File: src/rtl/rst_sequencer.sv
// Power-on reset sequencer: holds, filters PLL lock, then releases
// N_CH reset domains in index order; heartbeat LED once running.
module rst_sequencer #(
  parameter int N_CH      = 3,
  parameter int HOLD_CYC  = 16,
  parameter int LOCK_FILT = 4,
  parameter int STAGE_CYC = 8,
  parameter int HB_BIT    = 25,
  localparam int SW = (N_CH > 1) ? $clog2(N_CH) : 1
) (
  input  logic            clk,
  input  logic            reset,
  input  logic            lock,
  output logic [N_CH-1:0] rst_out,
  output logic            all_done,
  output logic [SW-1:0]   stage,
  output logic            led
);

  localparam int MAXC = (HOLD_CYC > STAGE_CYC) ? HOLD_CYC : STAGE_CYC;
  localparam int CW   = $clog2(MAXC + 1);
  localparam int LW   = $clog2(LOCK_FILT + 1);

  localparam logic [CW-1:0] HOLD_LAST  = CW'(HOLD_CYC - 1);
  localparam logic [CW-1:0] STAGE_LAST = CW'(STAGE_CYC - 1);
  localparam logic [LW-1:0] LOCK_LAST  = LW'(LOCK_FILT - 1);
  localparam logic [SW-1:0] CH_LAST    = SW'(N_CH - 1);

  typedef enum logic [1:0] {
    HOLD,
    WAIT_LOCK,
    RELEASE,
    RUN
  } state_t;

  state_t            state_q    = HOLD;
  logic [CW-1:0]     cnt_q      = '0;
  logic [LW-1:0]     lcnt_q     = '0;
  logic [N_CH-1:0]   rst_out_q  = '1;
  logic              all_done_q = 1'b0;
  logic [SW-1:0]     stage_q    = '0;
  logic              led_q      = 1'b1;
  logic [HB_BIT:0]   hb_q       = '0;

  state_t            state_d;
  logic [CW-1:0]     cnt_d;
  logic [LW-1:0]     lcnt_d;
  logic [N_CH-1:0]   rst_out_d;
  logic              all_done_d;
  logic [SW-1:0]     stage_d;
  logic              led_d;
  logic [HB_BIT:0]   hb_d;

  always_comb begin
    state_d    = state_q;
    cnt_d      = cnt_q;
    lcnt_d     = lcnt_q;
    rst_out_d  = rst_out_q;
    all_done_d = all_done_q;
    stage_d    = stage_q;
    hb_d       = hb_q + 1'b1;

    unique case (state_q)
      HOLD: begin
        cnt_d = cnt_q + 1'b1;
        if (cnt_q == HOLD_LAST) begin
          state_d = WAIT_LOCK;
          cnt_d   = '0;
          lcnt_d  = '0;
        end
      end
      WAIT_LOCK: begin
        if (!lock) begin
          lcnt_d = '0;
        end else if (lcnt_q == LOCK_LAST) begin
          state_d = RELEASE;
          cnt_d   = '0;
        end else begin
          lcnt_d = lcnt_q + 1'b1;
        end
      end
      RELEASE: begin
        cnt_d = cnt_q + 1'b1;
        if (cnt_q == STAGE_LAST) begin
          cnt_d     = '0;
          // channels release LSB first, so a shift clears the next bit
          rst_out_d = rst_out_q << 1;
          if (stage_q == CH_LAST) begin
            state_d    = RUN;
            all_done_d = 1'b1;
          end else begin
            stage_d = stage_q + 1'b1;
          end
        end
      end
      RUN: begin
      end
      default: state_d = HOLD;
    endcase

    // lock loss overrides any release due on the same edge
    if (!lock && (state_q == RELEASE || state_q == RUN)) begin
      state_d    = WAIT_LOCK;
      cnt_d      = '0;
      lcnt_d     = '0;
      rst_out_d  = '1;
      all_done_d = 1'b0;
      stage_d    = '0;
    end

    if (reset) begin
      state_d    = HOLD;
      cnt_d      = '0;
      lcnt_d     = '0;
      rst_out_d  = '1;
      all_done_d = 1'b0;
      stage_d    = '0;
      hb_d       = '0;
    end

    led_d = (state_d == RUN) ? hb_d[HB_BIT] : 1'b1;
  end

  always_ff @(posedge clk) begin
    state_q    <= state_d;
    cnt_q      <= cnt_d;
    lcnt_q     <= lcnt_d;
    rst_out_q  <= rst_out_d;
    all_done_q <= all_done_d;
    stage_q    <= stage_d;
    led_q      <= led_d;
    hb_q       <= hb_d;
  end

  assign rst_out  = rst_out_q;
  assign all_done = all_done_q;
  assign stage    = stage_q;
  assign led      = led_q;

endmodule

File: config.mk
export PLATFORM = sky130hd
export DESIGN_NAME = rst_sequencer
export DESIGN_NICKNAME = d
export VERILOG_FILES = /design/src/rtl/rst_sequencer.sv
export SDC_FILE = /design/constraint.sdc
export NUM_CORES = 1
export LEC_CHECK = 0
export CAP_MARGIN = 20
export CORE_MARGIN = 2
export CORE_UTILIZATION = 40
export CTS_CLUSTER_SIZE = 8
export DETAILED_ROUTE_END_ITERATION = 16
export PLACE_DENSITY = 0.55
export SYNTH_ARGS = -nofsm -noshare
export SYNTH_HDL_FRONTEND = slang
export SYNTH_SLANG_ARGS = --single-unit
File: constraint.sdc
create_clock -name clk -period 2.3 [get_ports clk]
set_input_delay 0.23 -clock clk [delete_from_list [all_inputs] [get_ports clk]]
set_output_delay 0.23 -clock clk [all_outputs]
set_load 0.005 [all_outputs]
==> summary.md <==
| Metric | Value |
|---|---|
| Slew headroom | `62.1%` |
| Share of post-route cells with drive strength above 1 | `7.91%` |
| Final RePlAce weighted congestion | `0.721` |
| Synth Net Count | `260` |
| Wirelength, routed | `4.07 mm` |
| Total Die Area | `0.00593 sq mm` |
| P&R area growth vs syn | `12.8%` |
| Largest net degree at the start of global routing | `28` |
| Cts repair resizes | `0` |
| Mapped Area | `0.00213 sq mm` |
| Clk sink count | `43` |
| CP Max Fanout | `6` |
| # Post-CTS Setup Buffers | `0` |
| Vias/cell | `5.31` |
| DP HPWL | `2.87 mm` |
| Pre-Repair DR Iteration Count | `4` |
| Flops & latches, synth | `43` |
| Worst EP arrival | `2.23 ns` |
| Commonest non-fill, non-tap cell in the layout | `dfxtp_1` |
| Die W | `77.0 um` |
| Yosys Warn Count | `0` |
| Fmax achieved | `0.498 GHz` |
| Hold Path Class | `reg -> reg` |
| Fin Setup TNS | `0 ns` |
| Worst path required time | `2.53 ns` |
| Leak Pwr | `0.816 nW` |
| Worst vdd ir | `0.000300 V` |
| Worst setup EP type | `flop` |
| Drt drc | `0` |
| Synth async-reset ratio | `0%` |
| # diodes | `0` |
| Gr usage total | `15.2%` |
| Antenna-violating nets left | `0` |
| Tcrit/Tclk final | `87.3%` |
| IO Pins | `10` |
| Number of global-route vias before repair | `1607` |
| CTS root buffer | `clkbuf_8` |
| Initial drt markers | `84` |
| Least-Margin Pin Slew | `0.561 ns` |
| Die height | `77.0 um` |
| CTS buffer count | `5` |
| Reg-to-reg slack, setup | `0.29 ns` |
| Synthesized instance count | `244` |
| Unique masters post-synth | `40` |
| Commonest non-fill, non-tap cells in the layout | `dfxtp_1, a21oi_1, nand2_1` |
| H-tree Lvls | `2` |
| Kind of critical path | `reg -> reg` |
| Syn_area_per_cell | `8.74 sq um` |
| Final Max Slew Viols | `0` |
| Power Total | `1.60 mW` |
| CTS tree | `done` |
| Input/output buffers | `9` |
| Overflow after GRT | `0` |
| First-pass GRT wire length | `7.25 mm` |
| Most used DFF post-synth | `dfxtp_1` |
| FP Rows | `26` |
| Later-pin clock latency in the skew report | `0.30 ns` |
| Deepest clock path buffer count | `2` |
| Initial core utilization | `41.5%` |
| Initial antenna violation count | `0` |
| Cts hold-fix bufs | `0` |
| Core area | `0.00514 sq mm` |
| # nets final | `268` |
| Clock Skew | `0.0105 ns` |
| Clock Pin Slew Worst Setup and Hold Paths | `0.08 ns` |
| Max cap viols | `0` |
| Min Tclk post-route | `2.01 ns` |
| Drt wl/cell | `12.6 um` |
| Register area share after synthesis | `40.4%` |
| # setup viols final | `0` |
| PD cells | `664 mW/mm^2` |
| CP startpoint kind | `flop` |
| Via count | `1716` |
| Final Util | `46.8%` |
| Status | `complete, no violations` |
| Post-synth EDFFs | `0` |
| Fin. Hold Viols | `0` |
| RSZ-0062 raised after global routing | `false` |
## report_power, final
part	switching, mW	total (mW)	internal (mW)
combinational	0.0709	0.121	0.0503
clock	0.256	0.690	0.434
sequential	0.0218	0.787	0.766
total	0.349	1.60	1.25
## logic make-up (layout without fill, tap and decap cells)
logic type / Yosys count / after routing / share of synthesized area [%]
compound gates: 53 / 53 / 15.5
xor+xnor: 11 / 11 / 4.52
fa+ha+maj: 13 / 13 / 7.62
buf+inv: 22 / 31 / 4.57
flops: 43 / 43 / 40.4
simple gates: 102 / 102 / 27.4
## critical path, stage by stage (launching register included)
cell,delay (ns)
dfxtp_1,0.38
ha_1,0.20
and3_1,0.19
ha_1,0.21
nor2b_1,0.07
or3_1,0.41
or3_1,0.33
a21oi_1,0.14
## per-stage QoR
step           cells  instance area (sq um)  setup slack [ns]  hold WS [ns]
3_5_place_dp     315                   2270             0.299         0.453
5_1_grt          323                   2410             0.109         0.488
4_1_cts          323                   2410             0.273         0.465
2_1_floorplan    244                   2130             0.452         0.432
6_report         323                   2410             0.292         0.457
3_3_place_gp     315                   2270             0.355         0.445
## final cells by class
cell class	instances	area, sq um
Clock inverter	2	60.1
Fill cell	529	2730
Multi-Input combinational cell	179	1170
Tap cell	70	87.6
Sequential cell	43	861
Clock buffer	6	72.6
Timing Repair Buffer	11	105
Inverter	12	45.0
## cell usage after synthesis (3+ instances only)
master	instances	share of area, %
dfxtp_1	43	40
a21oi_1	23	5.4
nand2_1	20	3.5
nor2_1	17	3.0
ha_1	13	7.6
nand3_1	13	3.0
inv_1	12	2.1
o31ai_1	11	3.9
or4_1	10	3.5
or3_1	7	2.1
clkbuf_1	6	1.1
nand4_1	6	1.8
o21ai_0	6	1.4
xnor2_1	6	2.5
and3_1	5	1.5
nor2b_1	5	1.5
xor2_1	5	2.1
nor4_1	3	0.88
or2_2	3	0.88
## sequential cells by signal, summed over array words and instances, names as in the netlist
| signal | flops |
|---|---|
| hb_q | 26 |
| cnt_q | 5 |
| lcnt_q | 3 |
| rst_out | 3 |
| stage | 2 |
| state_q | 2 |
| all_done | 1 |
| led | 1 |
## routing by layer
layer	routed length (um)	track usage [%]	share of wire [%]
met5	0	0	0
met3	79	3.88	1.9
met1	2080	19.8	51
met2	1840	24.1	45
met4	71	5.89	1.7
## path summary, 6_finish.rpt
kind / from / endpoint / cells past startpoint
worst max-delay path: cnt_q[0] / lcnt_q[1] / 7
worst min register to register: lcnt_q[2] / lcnt_q[2] / 2
worst max register to register: cnt_q[0] / lcnt_q[1] / 7
worst min-delay path: lcnt_q[2] / lcnt_q[2] / 2
No activity file was read; power rests on OpenSTA's default activity.
